--- src/rtl/mul_div_unit_pkg.sv ---
// rtl/mul_div_unit_pkg.sv - shared encodings and helpers for the multiply/divide unit
package mul_div_unit_pkg;

    localparam int MDU_WIDTH      = 32;
    localparam int MDU_ITERATIONS = MDU_WIDTH;

    typedef enum logic [1:0] {
        OP_MULT  = 2'b00,
        OP_MULTU = 2'b01,
        OP_DIV   = 2'b10,
        OP_DIVU  = 2'b11
    } mdu_op_e;

    typedef enum logic [1:0] {
        S_IDLE  = 2'b00,
        S_MUL   = 2'b01,
        S_DIV   = 2'b10,
        S_FIXUP = 2'b11
    } mdu_state_e;

    // Signed variants are MULT and DIV; everything else works on raw magnitudes.
    function automatic logic op_is_signed(input logic [1:0] op);
        return (op == OP_MULT) || (op == OP_DIV);
    endfunction

    function automatic logic op_is_div(input logic [1:0] op);
        return (op == OP_DIV) || (op == OP_DIVU);
    endfunction

endpackage

--- src/rtl/mul_div_unit_step.sv ---
// rtl/mul_div_unit_step.sv - one combinational shift-add / restoring shift-subtract iteration
module mdu_step
    import mul_div_unit_pkg::*;
#(
    parameter int WIDTH = MDU_WIDTH
) (
    input  logic                 is_div,
    input  logic [2*WIDTH-1:0]   acc_in,
    input  logic [WIDTH-1:0]     operand,
    output logic [2*WIDTH-1:0]   acc_out
);

    // Multiply: acc = {partial product high, remaining multiplier bits}.
    // Divide:   acc = {partial remainder, dividend bits being shifted out / quotient bits shifted in}.
    logic [WIDTH:0] sum;
    logic [WIDTH:0] shifted;
    logic [WIDTH:0] diff;

    // Compute both step flavours and pick the one for the current operation.
    always_comb begin
        sum     = {1'b0, acc_in[2*WIDTH-1:WIDTH]} + (acc_in[0] ? {1'b0, operand} : '0);
        shifted = {acc_in[2*WIDTH-1:WIDTH], acc_in[WIDTH-1]};
        diff    = shifted - {1'b0, operand};
        acc_out = '0;
        if (is_div) begin
            // Remainder stays below the divisor, so a clear top bit of diff means it fit.
            if (!diff[WIDTH]) begin
                acc_out = {diff[WIDTH-1:0], acc_in[WIDTH-2:0], 1'b1};
            end else begin
                acc_out = {shifted[WIDTH-1:0], acc_in[WIDTH-2:0], 1'b0};
            end
        end else begin
            acc_out = {sum, acc_in[WIDTH-1:1]};
        end
    end

endmodule

--- src/rtl/mul_div_unit.sv ---
// rtl/mul_div_unit.sv - iterative MULT/MULTU/DIV/DIVU unit with HI/LO registers
module mul_div_unit
    import mul_div_unit_pkg::*;
#(
    parameter int WIDTH = MDU_WIDTH
) (
    input  logic             clk,
    input  logic             reset,
    input  logic             start,
    input  logic [1:0]       op,
    input  logic [WIDTH-1:0] srcA,
    input  logic [WIDTH-1:0] srcB,
    input  logic             load_hi,
    input  logic             load_lo,
    output logic             busy,
    output logic             done,
    output logic [WIDTH-1:0] hi,
    output logic [WIDTH-1:0] lo
);

    localparam int               CNT_W     = $clog2(WIDTH) + 1;
    localparam logic [CNT_W-1:0] LAST_ITER = CNT_W'(WIDTH - 1);

    mdu_state_e         state;
    mdu_state_e         next_state;
    logic [CNT_W-1:0]   count;
    logic [2*WIDTH-1:0] acc;
    logic [2*WIDTH-1:0] acc_next;
    logic [WIDTH-1:0]   operand;
    logic               div_op;
    logic               neg_q;
    logic               neg_r;
    logic               div_zero;

    logic               is_signed;
    logic               sign_a;
    logic               sign_b;
    logic [WIDTH-1:0]   abs_a;
    logic [WIDTH-1:0]   abs_b;
    logic [2*WIDTH-1:0] prod_fixed;
    logic [WIDTH-1:0]   quo_fixed;
    logic [WIDTH-1:0]   rem_fixed;
    logic               last_iter;

    assign busy      = (state != S_IDLE);
    assign last_iter = (count == LAST_ITER);

    // Magnitudes fed to the iterator; 0x80..0 maps onto itself and is correct as unsigned.
    assign is_signed = op_is_signed(op);
    assign sign_a    = is_signed & srcA[WIDTH-1];
    assign sign_b    = is_signed & srcB[WIDTH-1];
    assign abs_a     = sign_a ? -srcA : srcA;
    assign abs_b     = sign_b ? -srcB : srcB;

    // Sign correction; divide-by-zero leaves |A| as remainder so HI recovers srcA,
    // while LO is forced to all ones regardless of signs.
    assign prod_fixed = neg_q ? -acc : acc;
    assign quo_fixed  = div_zero ? '1 : (neg_q ? -acc[WIDTH-1:0] : acc[WIDTH-1:0]);
    assign rem_fixed  = neg_r ? -acc[2*WIDTH-1:WIDTH] : acc[2*WIDTH-1:WIDTH];

    mdu_step #(.WIDTH(WIDTH)) u_step (
        .is_div  (div_op),
        .acc_in  (acc),
        .operand (operand),
        .acc_out (acc_next)
    );

    // State register; reset aborts any operation in flight.
    always_ff @(posedge clk) begin
        if (reset) begin
            state <= S_IDLE;
        end else begin
            state <= next_state;
        end
    end

    // Next-state: one iteration per cycle, then a single fixup cycle.
    always_comb begin
        next_state = state;
        case (state)
            S_IDLE:  if (start) next_state = op_is_div(op) ? S_DIV : S_MUL;
            S_MUL,
            S_DIV:   if (last_iter) next_state = S_FIXUP;
            S_FIXUP: next_state = S_IDLE;
            default: next_state = S_IDLE;
        endcase
    end

    // Datapath, HI/LO and done pulse; start beats MTHI/MTLO, loads only in IDLE.
    always_ff @(posedge clk) begin
        if (reset) begin
            count    <= '0;
            acc      <= '0;
            operand  <= '0;
            div_op   <= 1'b0;
            neg_q    <= 1'b0;
            neg_r    <= 1'b0;
            div_zero <= 1'b0;
            done     <= 1'b0;
            hi       <= '0;
            lo       <= '0;
        end else begin
            done <= 1'b0;
            case (state)
                S_IDLE: begin
                    if (start) begin
                        count    <= '0;
                        div_op   <= op_is_div(op);
                        operand  <= op_is_div(op) ? abs_b : abs_a;
                        acc      <= {{WIDTH{1'b0}}, (op_is_div(op) ? abs_a : abs_b)};
                        neg_q    <= sign_a ^ sign_b;
                        neg_r    <= sign_a;
                        div_zero <= op_is_div(op) && (srcB == '0);
                    end else begin
                        if (load_hi) hi <= srcA;
                        if (load_lo) lo <= srcA;
                    end
                end
                S_MUL,
                S_DIV: begin
                    acc   <= acc_next;
                    count <= count + 1'b1;
                end
                S_FIXUP: begin
                    done <= 1'b1;
                    if (div_op) begin
                        hi <= rem_fixed;
                        lo <= quo_fixed;
                    end else begin
                        hi <= prod_fixed[2*WIDTH-1:WIDTH];
                        lo <= prod_fixed[WIDTH-1:0];
                    end
                end
                default: ;
            endcase
        end
    end

endmodule
--- config.mk ---
export PLATFORM = sky130hd
export DESIGN_NAME = mul_div_unit
export DESIGN_NICKNAME = d
export VERILOG_FILES = /design/src/rtl/mul_div_unit_pkg.sv /design/src/rtl/mul_div_unit_step.sv /design/src/rtl/mul_div_unit.sv
export SDC_FILE = /design/constraint.sdc
export NUM_CORES = 1
export LEC_CHECK = 0
export CORE_MARGIN = 10
export CORE_UTILIZATION = 45
export CTS_CLUSTER_DIAMETER = 60
export CTS_CLUSTER_SIZE = 25
export DETAILED_ROUTE_END_ITERATION = 16
export PLACE_DENSITY = 0.66
export SLEW_MARGIN = 25
export SYNTH_ARGS = -nofsm -noshare
export SYNTH_HDL_FRONTEND = slang
export SYNTH_SLANG_ARGS = --single-unit
export TNS_END_PERCENT = 5
--- constraint.sdc ---
create_clock -name clk -period 3.25 [get_ports clk]
set_clock_uncertainty 0.05 [all_clocks]
set_input_delay 0.65 -clock clk [delete_from_list [all_inputs] [get_ports clk]]
set_output_delay 0.65 -clock clk [all_outputs]
set_load 0.02 [all_outputs]
==> reports/metrics.sh, run 1 <==
STATUS='finished, final reports clean'
ANTENNA_FOUND_INITIAL=0
FINALCRITPERIODSHARE_PCT=99.35
FIN_CRIT_PS=3229
SYN-INSTANCE-COUNT=1990
POSTROUTEANTENNANETS=0
RSZ0062_AT_GRT='yes'
TRITONCTS_CLOCK_TREE='done'
DP.FINAL_HPWL_MICRONS=48280
SEQ_AREA_SQ_UM=3470
POSTSYNTHREGISTERBITS=173
CTS.SINK_COUNT=173
HP-CLASS='reg2reg'
POST_SYNTH.CELL_AREA_AVG_SQ_UM=7.374
POWER.LEAKAGE_nW=8.005
REGISTER_CLOCK_PIN_SLEW_ON_THE_REPORTED_WORST_SETUP_AND_HOLD_PATHS_PS=80
STD_CELL_ROWS=66
IR_WORST_VDD_mV=0.4862
CTS.PATH.MAX_BUFFERS=2
SYNTH_TOP_CELL_BY_AREA='dfxtp_1'
POST-PLACE-WS_PS=-299.6
LAYOUT.NETS=2478
WORSTSKEWPAIRLATENCY_PS=460
SYN_NETS=2135
SLEW_HEADROOM_PCT=48.32
ARR_TIME_CRIT_PATH_PS=3520
GRT_START_MAX_NET_PINS=61
DESIGN.CORE.AREA_SQ_UM=32370
CTS.ROOT.BUFFER_CELL='clkbuf_16'
MULTIINPUTGATEAREA_SQ_UM=10680
GRT_FIRST_PASS_WIRELENGTH_MICRONS=91980
CLKPWRFRAC_PCT=18.6
YS_ASYNC_SR_FRACTION_PCT=0
LARGEST_CELLS_BY_AREA_AFTER_SYNTHESIS='dfxtp_1, a21oi_1, ha_1'
GRTUSAGETOTAL_PCT=28.89
GLOBALPLACE.CONGESTION=0.9986
LAYOUT-AREA-OVERHEAD-VS-SYNTH_PCT=32.15
POWER.DENSITY_CELL_AREA_nW_PER_UM2=620.3
POST_ROUTE_CELLS_DRIVE_ABOVE_1_SHARE_PCT=19.33
DRT_VIA_DENSITY=6.007
FIRST_PASS_ITERS=5
INITIAL_UTILIZATION_PCT=45.33
LAYOUT.FILLER_CELLS=3013
FIRST_ITER_VIOLATIONS=1970
ROUTED-VIA-COUNT=16740
POST_SYNTH_INSTANCE_AREA_SQ_UM=14670
DIEHEIGHT_MICRONS=200.6
FINAL-HOLD-VIOLATION-COUNT=0
INTPOWER_W=0.006544
ENDPOINT_KIND='flop'
REMAINING_DRC_ERRORS=0
SHARE_SEQ_OF_TOTAL_POWER_PCT=24.2
DRV_SLEW=0
CRITICAL_PATH_CLASS='reg2reg'
SETUP_WS_PS=21.14
IO-PIN-COUNT=137
CRITICAL_PATH_REQUIRED_PS=3540
DIE_WIDTH_MICRONS=200.6
WORST-SLEW-PIN-TRANSITION_PS=772.4
CRIT_FANOUT=3
MAX_CAP_VIOLATIONS=0
SYNTH_SEQ_AREA_SHARE_PCT=23.60
UTILIZATION_PCT=59.91
YOSYS.AREA.TOP_TYPE_SHARE_PCT=23.60
PWR-SHARE-COMB_PCT=57.2
CRITICAL_PATH.STARTPOINT_TYPE='flop'
SWITCHINGPOWER_W=0.005485
SETUP_VIOL_COUNT_FINAL=0
SETUP_TNS_PS=0
DRT-TOTAL-WL_MICRONS=61420
GRT_REMAINING_OVERFLOW=0
DETAIL_ROUTE.WL_PER_CELL_MICRONS=22.05
CTS_HOLD_REPAIR.BUFFERS=0
FMAX_MHz=309.7
PORTBUFS=136
HOLDWS_PS=401.1
SYNTH_CELL_TYPES=83
DIE_AREA_SQ_UM=40230
INSERTEDDIODECOUNT=0
YOSYSWARNINGS=0
GRT_PASS1_VIAS=15440
CTS_HTREE_LEVELS=4
SYNTH_EDF_COUNT=0
YS.FLOP_TYPE='dfxtp_1'
NUMCTSBUFFERS=17
NETSWITCHINGFRACTION_PCT=45.60
power by group through the flow:
stage / sequential, W / clock (W) / combinational, W
floorplan: 0.00305 / 0 / 0.00374
global placement: 0.00292 / 0 / 0.00648
detailed placement: 0.00294 / 0 / 0.00652
CTS: 0.00290 / 0.00224 / 0.00660
global route: 0.00295 / 0.00233 / 0.00735
finish: 0.00291 / 0.00223 / 0.00689
final timing paths:
check | start | endpoint | slack, ps | cells past startpoint
worst min-delay path | lo[28] | lo[28] | 400 | 2
worst max-delay path | acc[18] | hi[24] | 20 | 9
worst max register to register | acc[18] | hi[24] | 20 | 9
worst min register to register | lo[28] | lo[28] | 400 | 2
what timing repair did:
action	4_1_cts	5_1_grt
resized for setup	19	52
setup endpoints to repair	33	46
pin swaps	6	23
setup buffers	0	9
hold endpoints to repair	0	0
gates cloned	0	0
Yosys cell counts (4+ instances only):
master / count
a221o_1: 5
buf_1: 10
inv_1: 67
dfxtp_1: 173
clkbuf_1: 108
a221oi_1: 4
a21oi_1: 186
o31ai_1: 23
nand2b_1: 23
nand4_1: 12
o22ai_1: 9
a211oi_1: 88
o221ai_1: 17
o21a_1: 5
mux2_2: 16
nor4_1: 16
xnor2_1: 82
o211ai_1: 26
a22oi_1: 23
nor2_1: 237
and3_1: 11
a31oi_1: 21
nor2b_1: 17
or3_1: 22
a211o_1: 4
a21o_1: 31
or3_2: 4
a22o_1: 4
nor3b_1: 10
ha_1: 72
nand3_1: 29
o21ai_0: 126
a311oi_1: 5
nand2_1: 174
xor2_1: 89
or2_2: 10
o41ai_1: 17
or4_1: 13
buf_6: 8
and2_1: 9
mux2i_1: 55
nor3_1: 63
o21bai_1: 10
stage by stage:
stage               std cells  total power, W  cell area (sq um)
detailed placement       2747        0.009457              18420
CTS                      2777         0.01174              19100
global placement         2747        0.009401              18420
finish                   2786         0.01203              19390
floorplan                1990        0.006794              14680
global route             2786         0.01264              19390
state kept, by name, summed over array words and instances, names as in the netlist, 2 cells and up:
signal and count:
count 6, state 2, hi 32, acc 64, lo 32, operand 32
cell type report:
class                      instances  share of cell area [%]
sequential                       173                   17.89
inverter                          67                   1.297
clock buffer                      18                   2.213
timing repair buffer             455                   19.73
tap                              442                   2.852
multi-input combinational       1619                   55.07
clock inverter                    12                  0.9484
per-layer routing:
layer	vias to the layer above	share of wire [%]	global-route usage (%)
met5	-	0	0
met3	112	10	6.503
li1	7921	-	-
met1	7840	44	40.66
met2	862	42	41.81
met4	0	3.7	10.98
cell usage in the layout (no fill, tap or decap), types with 9 or more instances in the layout:
cell type / synthesis / final
a31oi_1: 21 / 21
mux2_2: 16 / 16
nor3_1: 63 / 61
or3_1: 22 / 21
ha_1: 72 / 66
nand4_1: 12 / 12
clkdlybuf4s50_1: 0 / 134
o22ai_1: 9 / 9
buf_4: 0 / 311
and3_1: 11 / 11
inv_1: 67 / 66
a21o_1: 31 / 30
a21oi_1: 186 / 175
nand2_1: 174 / 173
nor2b_1: 17 / 17
o41ai_1: 17 / 16
a22oi_1: 23 / 23
or4_1: 13 / 12
nand2b_1: 23 / 21
o31ai_1: 23 / 21
clkbuf_16: 0 / 17
xnor2_1: 82 / 77
a211oi_1: 88 / 85
nor2_1: 237 / 234
and2_1: 9 / 9
xor2_1: 89 / 89
mux2i_1: 55 / 55
o21bai_1: 10 / 10
or2_2: 10 / 10
nand3_1: 29 / 28
o211ai_1: 26 / 26
nor4_1: 16 / 16
o221ai_1: 17 / 17
dfxtp_1: 173 / 168
o21ai_0: 126 / 116
worst max-delay path: stages (launching register included):
cell and delay, ps:
dfxtp_1 330, or4_4 560, or3_4 360, or4_4 620
o21a_4 270, o41ai_2 310, xor2_1 310, a211oi_1 120
a21oi_1 140, nor2_1 50
cells by family after synthesis:
kind of cell	count (synthesis)	share of synthesized area (%)
xor gates and xnor gates	171	10.21
buffers and inverters	198	5.593
adders and majority gates	74	6.412
AOI/OAI and AO/OA	635	27.98
DFF	173	23.60
and+or+nand+nor	668	21.22
muxes	71	4.980
No activity file was read; power rests on OpenSTA's default activity.
==> inputs of run 2 (changes only) <==
--- a/config.mk
+++ b/config.mk
@@ -5,12 +5,14 @@
 export SDC_FILE = /design/constraint.sdc
 export NUM_CORES = 1
 export LEC_CHECK = 0
+export ABC_CLOCK_PERIOD_IN_PS = 3100
+export CORE_ASPECT_RATIO = 1.1
 export CORE_MARGIN = 10
 export CORE_UTILIZATION = 45
 export CTS_CLUSTER_DIAMETER = 60
 export CTS_CLUSTER_SIZE = 25
 export DETAILED_ROUTE_END_ITERATION = 16
-export PLACE_DENSITY = 0.66
+export PLACE_DENSITY = 0.63
 export SLEW_MARGIN = 25
 export SYNTH_ARGS = -nofsm -noshare
 export SYNTH_HDL_FRONTEND = slang
==> constraint.sdc (replaced) <==
create_clock -name clk -period 3.1 [get_ports clk]
set_clock_uncertainty 0.05 [all_clocks]
set_input_delay 0.62 -clock clk [delete_from_list [all_inputs] [get_ports clk]]
set_output_delay 0.62 -clock clk [all_outputs]
set_load 0.02 [all_outputs]
==> run 2 against run 1 <==
The flow now finishes with violations (setup timing). Flip-flop and latch count stayed put. Sequential power grew 3%. Utilization grew 2.5 points. Clock power hardly changed. First-iteration DRC count down 29%. Worst setup slack got worse by 30 ps. Register-to-register slack got worse by 30 ps. Worst hold slack lost 84 ps. Critical path type unchanged. Largest cell class unchanged.
==> reports/metrics.sh, run 2 (synthesized netlist as in run 1, its figures left out) <==
SETUP_VIOL_COUNT_FINAL=2  # +2
CRIT_FANOUT=4  # +1
MOSTFREQUENTLAYOUTCELL='buf_4'
WORST-SLEW-PIN-TRANSITION_PS=833.0  # +60.68 ps
GRT_PASS1_VIAS=16490  # +6.8%
SEQ_AREA_SQ_UM=3473  # +0.11%
MOST-COMMON-LAYOUT-CELLS='buf_4, nor2_1, nand2_1, dfxtp_1, a21oi_1'
ANTENNA_FOUND_INITIAL=0  # unchanged
CRITICAL_PATH.STARTPOINT='acc[9]'
R2R.WORST_PATH.CELLS=9  # unchanged
WORST_PATH_MOST_REPEATED_CELL='or4_4'
DIE_WIDTH_MICRONS=192.2  # -4.2%
LAYOUT-AREA-OVERHEAD-VS-SYNTH_PCT=37.41
LARGEST_REGISTER_FFS=64  # unchanged
CRITICAL_PATH_DEPTH=9  # unchanged
POWER.LEAKAGE_nW=8.329  # +4.1%
FINALCRITPERIODSHARE_PCT=100.3  # +0.95 points
SLEW_HEADROOM_PCT=44.46  # -3.9 points
DRT_VIA_DENSITY=5.988  # -0.32%
DESIGN.CORE.AREA_SQ_UM=32290  # -0.25%
DETAIL_ROUTE.WL_PER_CELL_MICRONS=22.65  # +2.7%
IR_WORST_VDD_mV=1.134  # +130%
POSTROUTEANTENNANETS=0  # unchanged
CRIT_END='hi[24]'
SETUP_TNS_PS=-14.28  # -14.28 ps
TIMING.CRITICAL_PATH.MAX_DELAY_FAMILY='simple AND/OR/NAND/NOR gates'
STATUS='complete, but fails checks'
POWER.DENSITY_CELL_AREA_nW_PER_UM2=642.6  # +3.6%
POST_ROUTE_CELLS_DRIVE_ABOVE_1_SHARE_PCT=23.85  # +4.5 points
IO-PIN-COUNT=137  # unchanged
PORTBUFS=136  # unchanged
ROUTED-VIA-COUNT=16990  # +1.5%
VIOLATIONS='setup timing'
INITIAL_UTILIZATION_PCT=45.45  # +0.12 points
CTS_HTREE_LEVELS=4  # unchanged
DP.FINAL_HPWL_MICRONS=50520  # +4.6%
WORSTSKEWPAIRLATENCY_PS=460  # about the same
GRT_FIRST_PASS_WIRELENGTH_MICRONS=95510  # +3.8%
CRITPATHSLOWESTCELL='or4_4'
WORSTPATHCELLLIST='or4_4 > or3_4 > or4_4 > o21a_4 > o41ai_4 > xor2_1 > a211oi_1 > a21oi_1 > nor2_1'
GLOBALPLACE.CONGESTION=1.002  # +0.32%
RSZ0062_AT_GRT='yes'
DRV_SLEW=0  # unchanged
FIRST_ITER_VIOLATIONS=1391  # -29%
ENDPOINT_KIND='flop'
GRT_REMAINING_OVERFLOW=0  # unchanged
LARGEST_REGISTER='acc'
MAX_CAP_VIOLATIONS=0  # unchanged
INSERTEDDIODECOUNT=0  # unchanged
NUMCTSBUFFERS=17  # unchanged
REGTOREGSTARTPOINT='acc[9]'
SETUP_WS_PS=-9.177  # -30.31 ps
DIEHEIGHT_MICRONS=209.4  # +4.4%
CRITICAL_PATH_REQUIRED_PS=3380  # -160 ps
REG2REG_SETUP_SLACK_PS=-9  # -30 ps
DIE_AREA_SQ_UM=40240  # about the same
PATH_BUF_INV=0  # unchanged
FIN_CRIT_PS=3109  # -119.7 ps
REGISTER_CLOCK_PIN_SLEW_ON_THE_REPORTED_WORST_SETUP_AND_HOLD_PATHS_PS=70  # about the same
MULTIINPUTGATEAREA_SQ_UM=10970  # +2.7%
CTS.SINK_COUNT=173  # unchanged
STD_CELL_ROWS=69  # +4.5%
HP-CLASS='in2reg'
ARR_TIME_CRIT_PATH_PS=3380  # -140 ps
FINAL-HOLD-VIOLATION-COUNT=0  # unchanged
LAYOUT.FILLER_CELLS=2986  # -0.90%
REMAINING_DRC_ERRORS=0  # unchanged
CRITICAL_PATH.STARTPOINT_TYPE='flop'
HOLDWS_PS=316.9  # -84.24 ps
FIRST_PASS_ITERS=5  # unchanged
WORST_PATH_LARGEST_CELL_DELAY_PS=610  # about the same
TRITONCTS_CLOCK_TREE='done'
LAYOUT.NETS=2543  # +2.6%
DRT-TOTAL-WL_MICRONS=64250  # +4.6%
CTS.PATH.MAX_BUFFERS=2  # unchanged
CRITICAL_PATH_CLASS='reg2reg'
CTS.ROOT.BUFFER_CELL='clkbuf_16'
GRTUSAGETOTAL_PCT=30.62  # +1.7 points
TIMING.RR.END='hi[24]'
GRT_START_MAX_NET_PINS=77  # +26%
FMAX_MHz=321.6  # +3.8%
run 2: worst min-delay path by stage:
stage | start | cells after the start | slack, ps | to
floorplan | operand[19] | 2 | 380 | operand[19]
global placement | hi[13] | 1 | 390 | hi[13]
detailed placement | hi[29] | 1 | 390 | hi[29]
CTS | reset | 2 | 300 | operand[31]
global route | reset | 2 | 320 | operand[31]
finish | reset | 2 | 320 | operand[31]
run 2: what timing repair did:
item / 4_1_cts / 5_1_grt
buffers inserted: 8 / 14
hold buffers: 0 / 0
pin swaps: 15 / 53
gates resized for setup: 45 / 119
setup endpoints to repair: 70 / 82
run 2: report_power, final:
group          leakage [nW]  internal [W]  total [W]  switching, W
Clock                 0.279       0.00113    0.00221       0.00108
Sequential             1.42       0.00269    0.00301      0.000318
Combinational          6.63       0.00317    0.00774       0.00457
Total                  8.33       0.00699     0.0130       0.00597
run 2: cell type report:
| class | count | share of cell area, % |
|---|---|---|
| clock inverter | 13 | 0.6453 |
| tap | 426 | 2.643 |
| multi-input combinational | 1619 | 54.39 |
| sequential | 173 | 17.23 |
| inverter | 67 | 1.284 |
| clock buffer | 19 | 2.147 |
| timing repair buffer | 520 | 21.67 |
run 2: worst reg2reg max path, stage by stage, from the launching register on:
cell	delay, ps
dfxtp_1	310
or4_4	560
or3_4	380
or4_4	620
o21a_4	250
o41ai_4	300
xor2_1	200
a211oi_1	100
a21oi_1	150
nor2_1	50
run 2: per-layer routing:
metal / vias up / part of all wire [%] / track usage, %
met1: 8138 / 39 / 35.45
met2: 636 / 49 / 53.03
met5: - / 0 / 0
met3: 173 / 5.5 / 4.229
li1: 8040 / - / -
met4: 0 / 5.9 / 16.83
run 2: per-stage QoR:
stage | cell area [sq um] | utilization [%] | setup WS, ps | cells | total power, W
floorplan | 14690 | - | -73.25 | 1990 | 0.007125
global placement | 18820 | 58.28 | -430.3 | 2783 | 0.01013
detailed placement | 18820 | 58.28 | -469.4 | 2783 | 0.01019
CTS | 19610 | 60.75 | -24.36 | 2823 | 0.01257
global route | 20160 | 62.45 | -105.2 | 2837 | 0.01360
finish | 20160 | 62.45 | -9.177 | 2837 | 0.01296
